===== config.mk =====
export PLATFORM = sky130hd
export DESIGN_NAME = lmem_arbiter
export DESIGN_NICKNAME = d
export VERILOG_FILES = /design/src/rtl/lmem_arbiter.sv
export SDC_FILE = /design/constraint.sdc
export NUM_CORES = 1
export LEC_CHECK = 0
export ABC_CLOCK_PERIOD_IN_PS = 3100
export CORE_MARGIN = 10
export CORE_UTILIZATION = 41
export DETAILED_ROUTE_END_ITERATION = 7
export PLACE_DENSITY = 0.86
export SYNTH_ARGS = -nofsm -noshare
export SYNTH_HDL_FRONTEND = slang
export SYNTH_SLANG_ARGS = --single-unit

===== constraint.sdc =====
create_clock -name clk -period 3.1 [get_ports clk]
set_clock_uncertainty 0.2 [all_clocks]
set_input_delay 0.31 -clock clk [delete_from_list [all_inputs] [get_ports clk]]
set_output_delay 0.31 -clock clk [all_outputs]
set_load 0.01 [all_outputs]

===== src/rtl/lmem_arbiter.sv =====
// Layer-memory port arbiter: shares one memory command port between NREQ engines.
// Round-robin grant with an optional burst lock; registered command outputs and
// a registered read-return path steered to the requester that issued the read.
// Define LMEM_ARB_STATS_EN to add saturating stall/grant counters.
module lmem_arbiter #(
  parameter int unsigned NREQ = 3,
  parameter int unsigned AW   = 12,
  parameter int unsigned DW   = 20
) (
  input  logic                 clk,
  input  logic                 reset,
  input  logic [NREQ-1:0]      req,
  input  logic [NREQ-1:0]      req_we,
  input  logic [NREQ-1:0]      req_lock,
  input  logic [3*NREQ-1:0]    req_sel,
  input  logic [AW*NREQ-1:0]   req_addr,
  input  logic [DW*NREQ-1:0]   req_wdata,
  output logic [NREQ-1:0]      gnt,
  output logic [DW-1:0]        rdata,
  output logic [NREQ-1:0]      rvalid,
  output logic                 sel_err,
  output logic                 cwr,
  output logic                 crd,
  output logic [AW-1:0]        caddr_wr,
  output logic [AW-1:0]        caddr_rd,
  output logic [DW-1:0]        cdata_wr,
  output logic [2:0]           csel,
  input  logic [DW-1:0]        cdata_rd
`ifdef LMEM_ARB_STATS_EN
  ,
  output logic [15:0]          stall_cnt,
  output logic [16*NREQ-1:0]   grant_cnt
`endif
);

  localparam int unsigned PW = (NREQ > 1) ? $clog2(NREQ) : 1;

  typedef enum logic [1:0] {StIdle, StOpen, StLock} state_e;

  state_e          state;
  logic [PW-1:0]   rr_ptr;
  logic [PW-1:0]   owner;

  logic [2:0]      sel_a   [NREQ];
  logic [AW-1:0]   addr_a  [NREQ];
  logic [DW-1:0]   wdata_a [NREQ];

  logic [NREQ-1:0] elig_base;
  logic [NREQ-1:0] elig;
  logic            win_valid;
  logic [PW-1:0]   win_idx;
  logic [NREQ-1:0] win_oh;
  logic [PW-1:0]   rr_next;
  logic [NREQ-1:0] owner_oh;
  logic [2:0]      win_sel;
  logic [AW-1:0]   win_addr;
  logic [DW-1:0]   win_wdata;
  logic            win_we;
  logic            win_lock;

  // Unpack the flat per-requester command buses.
  always_comb begin
    for (int i = 0; i < int'(NREQ); i++) begin
      sel_a[i]   = req_sel[3*i +: 3];
      addr_a[i]  = req_addr[AW*i +: AW];
      wdata_a[i] = req_wdata[DW*i +: DW];
    end
  end

  // Eligibility: a requester granted this cycle sits out; a lock admits only the owner.
  always_comb begin
    elig_base = req & ~gnt;
    if (state == StLock) begin
      elig        = '0;
      elig[owner] = elig_base[owner];
    end else begin
      elig = elig_base;
    end
  end

  // Round-robin pick: first eligible index at or after rr_ptr, wrapping.
  always_comb begin
    int            tmp;
    logic [PW-1:0] idx;
    win_valid = 1'b0;
    win_idx   = '0;
    win_oh    = '0;
    tmp       = 0;
    idx       = '0;
    for (int k = 0; k < int'(NREQ); k++) begin
      tmp = int'(rr_ptr) + k;
      if (tmp >= int'(NREQ)) tmp = tmp - int'(NREQ);
      idx = PW'(tmp);
      if (!win_valid && elig[idx]) begin
        win_valid   = 1'b1;
        win_idx     = idx;
        win_oh[idx] = 1'b1;
      end
    end
  end

  // Winner's command fields, next pointer and owner one-hot for read return.
  always_comb begin
    win_sel         = sel_a[win_idx];
    win_addr        = addr_a[win_idx];
    win_wdata       = wdata_a[win_idx];
    win_we          = req_we[win_idx];
    win_lock        = req_lock[win_idx];
    rr_next         = (int'(win_idx) == int'(NREQ) - 1) ? '0 : win_idx + PW'(1);
    owner_oh        = '0;
    owner_oh[owner] = 1'b1;
  end

  // Arbitration FSM, registered memory command and read-return path.
  always_ff @(posedge clk or negedge reset) begin
    if (!reset) begin
      state    <= StIdle;
      rr_ptr   <= '0;
      owner    <= '0;
      gnt      <= '0;
      rvalid   <= '0;
      rdata    <= '0;
      sel_err  <= 1'b0;
      cwr      <= 1'b0;
      crd      <= 1'b0;
      caddr_wr <= '0;
      caddr_rd <= '0;
      cdata_wr <= '0;
      csel     <= '0;
    end else begin
      // Read data is on cdata_rd during the crd cycle; return it one cycle later.
      rvalid <= crd ? owner_oh : '0;
      if (crd) rdata <= cdata_rd;

      if (win_valid) begin
        gnt     <= win_oh;
        owner   <= win_idx;
        csel    <= win_sel;
        sel_err <= (win_sel == 3'd0);
        if (win_we) begin
          // sel==0 still consumes the grant but never strobes the memory.
          cwr      <= (win_sel != 3'd0);
          crd      <= 1'b0;
          caddr_wr <= win_addr;
          cdata_wr <= win_wdata;
        end else begin
          cwr      <= 1'b0;
          crd      <= (win_sel != 3'd0);
          caddr_rd <= win_addr;
        end
        // Grants inside a lock leave the pointer alone, except the unlocking one.
        if (state != StLock || !win_lock) rr_ptr <= rr_next;
        state <= win_lock ? StLock : StOpen;
      end else begin
        gnt     <= '0;
        cwr     <= 1'b0;
        crd     <= 1'b0;
        sel_err <= 1'b0;
        if (state == StLock) begin
          if (!req[owner]) state <= StIdle;
        end else begin
          state <= StIdle;
        end
      end
    end
  end

`ifdef LMEM_ARB_STATS_EN
  logic stall;
  assign stall = |(elig_base & ~win_oh);

  // Saturating stall and per-requester grant counters.
  always_ff @(posedge clk or negedge reset) begin
    if (!reset) begin
      stall_cnt <= '0;
      grant_cnt <= '0;
    end else begin
      if (stall && stall_cnt != 16'hFFFF) stall_cnt <= stall_cnt + 16'd1;
      for (int i = 0; i < int'(NREQ); i++) begin
        if (win_oh[i] && grant_cnt[16*i +: 16] != 16'hFFFF) begin
          grant_cnt[16*i +: 16] <= grant_cnt[16*i +: 16] + 16'd1;
        end
      end
    end
  end
`endif

endmodule


[Word-level counts from Yosys, hierarchy flattened]
Cells that the tools add are included.
Cells by class
  add/subtract/negate cells: 6
  multiply operators: 0
  $lt $le $gt $ge: 13
  mux-type cells: 56
  div/mod/pow operators: 0
  bitwise logic cells: 7
  reductions and logical operators: 15
  shift operators: 0
  eq/ne operators: 4
Operators with widths (number)
  $bmux 20 s2: 1
  $mux 20: 2
  $bmux 12 s2: 1
  $mux 12: 2
  $mux 3: 8
  $mux 2: 11
  $mux 1: 19
  $lt 2x3->1 const B: 5
  $bmux 1 s2: 7
  $demux 1 s2: 4
  $ge 2x1->1 const B: 4
  $and 3x3->3: 2
  $bmux 3 s2: 1
  $ge 3x2->1 const B: 2
  $logic_and 1x1->1: 6
  $or 3x3->3: 2
  $reduce_and 2->1: 3
  $sub 2x2->2 const B: 3
  $eq 2x2->1 const B: 2
  $add 2x1->3 const B: 1
  $add 2x2->3 const B: 1
  $ge 3x3->1 const B: 1
  $logic_not 1->1: 3
  $logic_not 3->1: 1
  other kinds (9): 9
Word-level totals
  bits in registers: 82
  bits of input ports: 136
  bits in writable memories: 0
  ROM bits: 0
  output and inout bits: 76
  latch bits: 0
  logic and storage cells: 114
  memories: 0

[Depth between registers and ports, before layout]
Gate-level depths: netlist of the first run.
  depth after elaboration: 22
  mapped depth: 11
  gate-level depth less buffers: 8

[Least setup slack after synthesis of the first run]
Ideal clock, no wire load.
  path kind: reg-to-reg
  from: register rr_ptr[0]
  to: register caddr_rd[10]
  stages on the path, launching flop included: 11
  required time: 2.775 ns
  data arrival time: 2.440 ns
  buffers on the path: 2
  slack: 0.335 ns
  clock period less this slack: 2.765 ns
  setup time: 0.125 ns
  cell sequence: dfrtp_1 inv_1 ha_1 clkbuf_1 and2_1 o21ai_1 nand4b_1 or2_1 a21oi_2 buf_4 mux2_2
Between the ends
  longest elaborated chain between the ends: 15
  elaborated cells on any way between the ends: 35
  those cells by class: 5 x add/sub; 3 x order compare; 20 x mux; 2 x bitwise; 5 x reduce/logical
RTL lines
  start: declaration: line 41  | logic [PW-1:0] rr_ptr;
  start signal: assignment: line 152  | if (state != StLock || !win_lock) rr_ptr <= rr_next;
  parallel branches: the longest is 15 deep, another holds $add 2x1->3
  end signal: assignment: line 149  | caddr_rd <= win_addr;
  end: declaration: line 25  | output logic [AW-1:0] caddr_rd,
Several ways; the timed one is not identified. The select of a mux whose other input is x is not followed.
A chain may end at the register's enable or synchronous reset.

[Final worst setup path of the first run]
  from: register rr_ptr[0]
  to: register rr_ptr[1]
Between the ends
  longest elaborated chain between the ends: 16
  elaborated cells on any way between the ends: 35
  those cells by class: 6 x add/sub; 3 x order compare; 1 x eq/ne; 18 x mux; 7 x reduce/logical
RTL lines
  parallel branches: the longest is 16 deep, another holds $add 2x1->3
Several ways; the timed one is not identified. The select of a mux whose other input is x is not followed.

==> results of run 1 <==
==> flip-flops by register name, indices dropped and copies added, names as in the netlist <==
signal    cells
state         2
rvalid        3
crd           1
csel          3
gnt           3
owner         2
sel_err       1
caddr_rd     12
cdata_wr     20
cwr           1
caddr_wr     12
rr_ptr        2
rdata        20
==> cell usage in the layout (no fill, tap or decap), types with 2 or more instances in the layout <==
cell / n
inv_1: 5
ha_1: 3
o21ai_0: 8
nand2_1: 13
o32ai_1: 2
buf_4: 13
and2_1: 2
mux2_2: 37
o211ai_1: 3
a22oi_1: 3
clkdlybuf4s50_1: 210
o31ai_1: 2
nor3_1: 3
nor2b_1: 4
buf_12: 3
nor4_1: 2
nor2_1: 44
a211o_1: 2
clkbuf_8: 11
clkbuf_1: 2
nand4b_1: 2
mux2_4: 29
clkinv_4: 2
a31oi_1: 3
mux2i_1: 38
nand2b_1: 3
a21oi_1: 38
a21o_1: 5
dfrtp_1: 82
==> critical path: stages (launching register included) <==
cell	delay, ps
dfrtp_1	400
inv_1	90
ha_2	370
buf_4	200
a211o_1	200
and3_2	230
buf_12	290
mux2_2	390
a211o_1	300
a21o_1	190
==> Yosys cell counts, drive strengths merged, types with 5 or more instances <==
library cell / instances / area, µm²
nand2: 13 / 48.8
a21oi: 40 / 215
nor2: 44 / 165
o21ai: 10 / 53.8
buf: 11 / 75.1
mux2: 66 / 852
inv: 5 / 18.8
a21o: 5 / 37.5
clkbuf: 16 / 60.1
dfrtp: 82 / 2050
mux2i: 38 / 380
==> final timing paths <==
| path | start | to | slack, ps |
|---|---|---|---|
| min reg2reg | csel[0]$_DFFE_PN0P_ | csel[0]$_DFFE_PN0P_ | 290 |
| max | rr_ptr[0]$_DFFE_PN0P_ | rr_ptr[1]$_DFFE_PN0P_ | 130 |
| max in group asynchronous | reset | caddr_wr[1]$_DFFE_PN0P_ | 1580 |
| max reg2reg | rr_ptr[0]$_DFFE_PN0P_ | rr_ptr[1]$_DFFE_PN0P_ | 130 |
| min in group asynchronous | reset | cdata_wr[5]$_DFFE_PN0P_ | 480 |
| min | csel[0]$_DFFE_PN0P_ | csel[0]$_DFFE_PN0P_ | 290 |
==> cell type report <==
cell class              instances  area [µm²]  share of cell area (%)
clock buffers                  13         159                    2.31
clock inverters                 3        47.5                   0.692
inverters                       5        18.8                   0.273
multi-input cells             266        2150                    31.3
flip-flops and latches         82        2050                    29.9
well taps                     136         170                    2.48
repair buffers                227        2270                    33.1
==> metrics by stage <==
step / setup slack [ps] / cell area [µm²] / util (%) / hold slack, ps
after global placement: 104 / 6660 / 64.5 / 265
final: 130 / 6870 / 66.5 / 288
after CTS: 120 / 6870 / 66.6 / 293
after global routing: 31.7 / 6870 / 66.5 / 324
after detailed placement: 46.0 / 6660 / 64.5 / 273
after floorplan: 335 / 4350 / - / -186
==> timing repair <==
item / 4_1_cts / 5_1_grt
endpoints found under the hold margin: 82 / 0
hold buffers: 1 / 0
setup endpoints to repair: 0 / 5
gates resized for setup: 0 / 1
==> per-layer routing <==
metal	vias up	GRT usage [%]
met5	-	0
met4	0	5.75
met3	26	6.24
met2	175	31.5
met1	1798	21.3
li1	1778	-
==> cell families after synthesis <==
| group | count (synthesis) | share of synthesized area [%] |
|---|---|---|
| mux | 104 | 28.3 |
| simple gates | 82 | 8.97 |
| flops | 82 | 47.2 |
| compound gates | 75 | 10.6 |
| buf+inv | 32 | 3.54 |
| fa+ha+maj | 5 | 1.41 |
==> power by group through the flow <==
| stage | combinational, mW | sequential, mW | clock (mW) |
|---|---|---|---|
| 6_report | 4.66 | 1.94 | 0.812 |
| 2_1_floorplan | 2.57 | 2.14 | 0 |
| 4_1_cts | 4.71 | 1.94 | 0.836 |
| 3_5_place_dp | 4.70 | 1.95 | 0 |
| 5_1_grt | 5.00 | 2.00 | 0.882 |
| 3_3_place_gp | 4.54 | 1.93 | 0 |
==> reports/metrics.yaml, run 1 <==
status:
  status: "finished, final reports clean"
floorplanning:
  core_um2: 10300
  initial_core_util_pct: 42.2
  num_io_pins: 212
  row_count: 37
  fp.dieH_um: 123
  dieArea_um2: 15100
  die_w_um: 123
cells_and_area:
  drive_above_1_share_pct: 17.3
  fillers: 775
  fin_cells: 732
  n_antenna_cell: 0
  layout.nets: 731
  area_growth_pct: 57.8
timing:
  tightest_slew_ps: 1020
  setup_viol: 0
  period_minus_slack_ps: 2970
  hold_viol_final: 0
  report.final.slew_viol_count: 0
  setup_tns_ps: 0
  fin_crit_sh_pct: 95.8
  grt_setup_unrepaired: "no"
  fmax_mhz: 337
  slew-limit-headroom_pct: 32.3
synthesis:
  ys_seq_elements: 82
  synth_cells: 380
  syn_area_um2: 4350
  synth_nets: 520
  synthDistinctLibCells: 46
  ys_warn_count: 0
  seq_area_frac_synth_pct: 47.2
  synth.avg_cell_area_um2: 11.5
  synth-edff-count: 0
  async_flop_share_pct: 100
  synthFlopType: "dfrtp_1"
grt:
  grt_pass1_vias: 4002
  grt_pass1_wl_mm: 21.8
  grt_max_degree: 83
  overflow: 0
  antenna_found_initial: 0
  track_usage_pct: 18.4
clock_tree:
  cts_tree: "built"
  clock_path_buffers: 2
  cts_buffers: 9
  cts_sinks: 82
  clk_latency_ps: 350
  root_buffer: "clkbuf_8"
  path_clk_slew_ps: 90
  cts_setup_buffers: 0
  htree_num_levels: 3
critical_path:
  startpoint_type: "flop"
  required_ps: 3140
  r2r_cells: 9
  crit_fanout: 41
  worstSetupPathType: "reg -> reg"
  cp_data_arrival_time_ps: 3010
  end_kind: "flop"
pwr:
  p_per_area_nw_per_um2: 1080
  p_leak_nw: 2.90
  combPwrFrac_pct: 62.9
  clockPowerShare_pct: 10.9
  intPower_mw: 4.66
  power_mw: 7.42
  p_sw_share_pct: 37.2
  pwr-share-seq_pct: 26.2
  vdd_ir_drop_max_uv: 548
  p_sw_mw: 2.76
route:
  routed-wl-met2_mm: 7.26
  antenna_left: 0
  first_pass_iters: 5
  wl_met1_mm: 5.86
  dr_wl_met3_mm: 1.40
  drc_errors: 0
  routedWlPerCell_um: 20.2
  first_iter_violations: 272
  dr_total_vias: 3777
  finalWirelength_mm: 14.8
  post_drt_via_cell_ratio: 5.16
  routed.top_layer: "met4"
place:
  place.port_buffers: 211
  place_congestion: 0.880
  hpwl_mm: 11.7
  placed_cells: 716
worst_hold_path:
  worstHoldPathType: "reg -> reg"
  hold_path_depth: 2
flow_run:
  cap_violations: 0
(Power assumes the default switching activity.)
==> run 2, diff against run 1 <==
- CORE_MARGIN: 10 -> not set
- REMOVE_ABC_BUFFERS: not set -> 1
==> run 2 against run 1 <==
Net effect:
- worst setup slack improved by 81 ps
- power fell by 1.2%
- wire length shrank 22%
- combinational power decreased by 2%
- final area increased by 0.26%
- fmax is 2.8% higher
- critical path type unchanged
- clock-buffer cell count is 3 lower
- hold slack gained 26 ps
- global-route usage is 3.2 points higher
- utilization up 0.17 points
- largest cell class unchanged
- critical path depth stayed put
- sequential share of layout area is 0.076 points lower
==> reports/metrics.yaml, run 2 (synthesis results as in run 1) <==
clock_tree:
  cts_buffers: 9
  cts_setup_buffers: 0
  root_buffer: "clkbuf_8"
  cts_sinks: 82
  htree_num_levels: 3
  clock_path_buffers: 2
  path_clk_slew_ps: 100
  cts_tree: "built"
  clk_latency_ps: 350
route:
  first_pass_iters: 4
  routedWlPerCell_um: 15.8
  finalWirelength_mm: 11.6
  dr_total_vias: 3744
  antenna_left: 0
  drc_errors: 0
  post_drt_via_cell_ratio: 5.11
  first_iter_violations: 150
timing:
  layout_setup_ws_ps: 211
  grt_setup_unrepaired: "no"
  setup_viol: 0
  period_minus_slack_ps: 2890
  setup_tns_ps: 0
  finalHoldWorstSlack_ps: 314
  tightest_slew_ps: 1010
  report.final.slew_viol_count: 0
  fin_crit_sh_pct: 93.2
  hold_viol_final: 0
  slew-limit-headroom_pct: 32.8
  fmax_mhz: 346
cells_and_area:
  seq_area_um2: 2050
  drive_above_1_share_pct: 17.6
  fin_cells: 732
  fin_area_um2: 6880
  final_util_pct: 66.7
  layout_commonest_cell: "clkdlybuf4s50_1"
  final_cell_mix: "210 x clkdlybuf4s50_1, 82 x dfrtp_1, 44 x nor2_1, 38 x a21oi_1, 38 x mux2i_1"
  reg_top3: "cdata_wr (20), rdata (20)"
  layout.nets: 731
  fillers: 768
  multiInputGateArea_um2: 2150
  area_growth_pct: 58.2
  n_antenna_cell: 0
floorplanning:
  dieArea_um2: 11000
  die_w_um: 105
  row_count: 37
  initial_core_util_pct: 42.2
  core_um2: 10300
  num_io_pins: 212
  fp.dieH_um: 105
pwr:
  p_leak_nw: 2.91
  power_mw: 7.33
  p_per_area_nw_per_um2: 1060
  vdd_ir_drop_max_uv: 494
grt:
  grt_pass1_vias: 3830
  grt_pass1_wl_mm: 18.5
  antenna_found_initial: 0
  track_usage_pct: 21.6
  overflow: 0
  grt_max_degree: 83
critical_path:
  critPathMaxStageDelay_ps: 410
  critical_path.reg2reg.startpoint: "rr_ptr[0]$_DFFE_PN0P_"
  crit_fanout: 16
  cp_data_arrival_time_ps: 2920
  cp_top_family: "compound AO/OA/AOI/OAI gates"
  timing.rr.end: "cdata_wr[17]$_DFFE_PN0P_"
  r2r_cells: 9
  worstSetupPathType: "reg -> reg"
  reg2reg_slack_ps: 210
  cp_common_cell: "buf_4"
  slowest_stage: "dfrtp_1"
  crit_chain: "inv_1, ha_2, buf_4, a211o_1, and3_2, o211ai_1, nand3b_4, buf_4, mux2_4"
  startpoint_type: "flop"
  end_kind: "flop"
  critPathBufInv: 3
  required_ps: 3140
worst_hold_path:
  worstHoldPathType: "reg -> reg"
  hp-start: "caddr_rd[8]$_DFFE_PN0P_"
  hold_end: "caddr_rd[8]$_DFFE_PN0P_"
  hold_path_depth: 1
place:
  place_congestion: 0.862
  hpwl_mm: 8.82
  placed_cell_area_um2: 6660
  place.port_buffers: 211
  placed_cells: 715
  pre_cts_slack_ps: 90.1
flow_run:
  cap_violations: 0
status:
  status: "finished, final reports clean"
[run 2: changes by cell type in the layout (fill, tap and decap cells not counted), sizes merged]
cell / previous run / this run
clkinv: 2 / 4
inv: 5 / 6
clkbuf: 13 / 10
[run 2: area by class of cell]
class	instances	share of cell area [%]
clock buffers	10	2.00
clock inverters	6	1.07
inverters	5	0.273
multi-input cells	266	31.2
flip-flops and latches	82	29.8
well taps	136	2.47
repair buffers	227	33.2
[run 2: worst max-delay path by stage]
stage | slack [ps] | cells past startpoint | startpoint | endpoint
6_report | 210 | 9 | rr_ptr[0]$_DFFE_PN0P_ | cdata_wr[17]$_DFFE_PN0P_
2_1_floorplan | -1870 | 8 | rr_ptr[0]$_DFFE_PN0P_ | caddr_wr[0]$_DFFE_PN0P_
3_3_place_gp | 140 | 9 | req[2] | cdata_wr[17]$_DFFE_PN0P_
3_5_place_dp | 90 | 9 | req[2] | cdata_wr[17]$_DFFE_PN0P_
5_1_grt | 20 | 10 | state[0]$_DFFE_PN0P_ | caddr_wr[6]$_DFFE_PN0P_
4_1_cts | 210 | 9 | rr_ptr[0]$_DFFE_PN0P_ | caddr_wr[6]$_DFFE_PN0P_
[run 2: repair_timing]
item | CTS | global route
endpoints found under the hold margin | 82 | 0
resized for setup | 0 | 1
hold buffers | 1 | 0
setup endpoints to repair | 0 | 2
[run 2: metal layers]
layer	GRT usage, %	share of wire, %	vias up
li1	-	-	1775
met1	23.5	38	1760
met2	40.0	52	188
met3	5.55	7.7	21
met4	8.25	2.1	0
met5	0	0	-
[run 2: report_power, final]
part	internal, mW	leakage (nW)	total, mW	switching [mW]
combinational	2.63	1.83	4.59	1.96
sequential	1.63	0.974	1.93	0.302
clock	0.403	0.107	0.808	0.406
total	4.66	2.91	7.33	2.67
[run 2: worst register-to-register path, cell delays in order, from the launching register on]
cell      delay [ps]
dfrtp_1          410
inv_1            120
ha_2             290
buf_4            190
a211o_1          300
and3_2           240
o211ai_1         330
nand3b_4         140
buf_4            250
mux2_4           330
==> run 3, diff against run 2 <==
- SETUP_SLACK_MARGIN: not set -> 0.05
==> run 3 against run 2 <==
Net effect:
- sequential cell count unchanged
- hold slack about the same
- clock power about the same
- global-route usage unchanged
- utilization about the same
- sequential power about the same
- clock-buffer cell count unchanged
- fmax decreased by 0.20%
- power about the same
- worst setup slack got worse by 5.8 ps
- critical endpoint unchanged
- largest power group unchanged
==> reports/metrics.yaml, run 3 (synthesis results as in run 1) <==
place:
  placed_cell_area_um2: 6660
  place_congestion: 0.862
  place.port_buffers: 211
  hpwl_mm: 8.82
timing:
  period_minus_slack_ps: 2900
  setup_viol: 0
  tightest_slew_ps: 1010
  setup_tns_ps: 0
  fmax_mhz: 345
  grt_setup_unrepaired: "no"
  fin_crit_sh_pct: 93.4
  slew-limit-headroom_pct: 32.9
  finalHoldWorstSlack_ps: 314
  hold_viol_final: 0
  report.final.slew_viol_count: 0
cells_and_area:
  seq_area_um2: 2050
  fin_area_um2: 6890
  multiInputGateArea_um2: 2150
  fillers: 768
  drive_above_1_share_pct: 17.8
  area_growth_pct: 58.3
  n_antenna_cell: 0
  layout_commonest_cell: "clkdlybuf4s50_1"
  final_cell_mix: "210 x clkdlybuf4s50_1, 82 x dfrtp_1, 44 x nor2_1, 38 x a21oi_1, 38 x mux2i_1"
  layout.nets: 731
  reg_top3: "cdata_wr (20), rdata (20)"
critical_path:
  r2r_cells: 9
  cp_data_arrival_time_ps: 2930
  crit_fanout: 16
  end_kind: "flop"
  startpoint_type: "flop"
  required_ps: 3130
  worstSetupPathType: "reg -> reg"
floorplanning:
  dieArea_um2: 11000
  fp.dieH_um: 105
  initial_core_util_pct: 42.2
  row_count: 37
  die_w_um: 105
  core_um2: 10300
  num_io_pins: 212
route:
  dr_total_vias: 3742
  drc_errors: 0
  antenna_left: 0
  post_drt_via_cell_ratio: 5.11
  first_iter_violations: 142
  first_pass_iters: 4
  routedWlPerCell_um: 15.8
  finalWirelength_mm: 11.6
grt:
  grt_pass1_wl_mm: 18.5
  antenna_found_initial: 0
  grt_max_degree: 83
  track_usage_pct: 21.6
  overflow: 0
  grt_pass1_vias: 3830
pwr:
  p_leak_nw: 2.91
  p_per_area_nw_per_um2: 1060
  vdd_ir_drop_max_uv: 494
  power_mw: 7.33
clock_tree:
  path_clk_slew_ps: 90
  cts_tree: "built"
  cts_buffers: 9
  clock_path_buffers: 2
  htree_num_levels: 3
  root_buffer: "clkbuf_8"
  clk_latency_ps: 350
  cts_sinks: 82
  cts_setup_buffers: 0
flow_run:
  cap_violations: 0
worst_hold_path:
  hold_path_depth: 1
  worstHoldPathType: "reg -> reg"
status:
  status: "finished, final reports clean"
## run 3: stage by stage
stage | instances | setup WS, ps | utilization (%)
after global placement | 715 | 144 | 64.5
after detailed placement | 715 | 90.1 | 64.5
final | 732 | 205 | 66.7
after floorplan | 353 | -1870 | -
after global routing | 732 | 58.3 | 66.7
after CTS | 732 | 210 | 66.7
## run 3: what timing repair did
item                                    CTS  global route
hold buffers                              1             0
endpoints found under the setup margin    0             5
gates resized for setup                   0             2
hold endpoints to repair                 82             0
## run 3: cell type report
type / count / share of cell area (%)
Multi-Input combinational cell: 266 / 31.2
Tap cell: 136 / 2.47
Clock inverter: 6 / 1.07
Clock buffer: 10 / 2.00
Inverter: 5 / 0.273
Timing Repair Buffer: 227 / 33.1
Sequential cell: 82 / 29.8
## run 3: final timing paths
check	end	from	slack, ps
setup / recovery	cdata_wr[17]$_DFFE_PN0P_	rr_ptr[0]$_DFFE_PN0P_	200
hold / removal	rdata[12]$_DFFE_PN0P_	rdata[12]$_DFFE_PN0P_	310
setup reg to reg	cdata_wr[17]$_DFFE_PN0P_	rr_ptr[0]$_DFFE_PN0P_	200
hold reg to reg	rdata[12]$_DFFE_PN0P_	rdata[12]$_DFFE_PN0P_	310
max in group asynchronous	caddr_rd[5]$_DFFE_PN0P_	reset	1580
min in group asynchronous	caddr_rd[9]$_DFFE_PN0P_	reset	480
## run 3: power by group
group	total [mW]	internal (mW)	switching [mW]	leakage, nW
clock network	0.809	0.403	0.406	0.107
logic	4.60	2.63	1.97	1.83
registers	1.93	1.63	0.303	0.974
total	7.33	4.66	2.67	2.91
## run 3: critical path, stage by stage (launching register included)
cell      delay, ps
dfrtp_1         410
inv_1           120
ha_2            290
buf_4           190
a211o_1         300
and3_2          240
o211ai_1        330
nand3b_4        140
buf_4           250
mux2_4          320
## run 3: routing by layer
metal	track usage, %	part of all wire [%]	up-vias
met1	23.5	39	1763
met4	8.25	2.0	0
met3	5.55	7.5	18
met5	0	0	-
met2	40.0	52	184
li1	-	-	1777
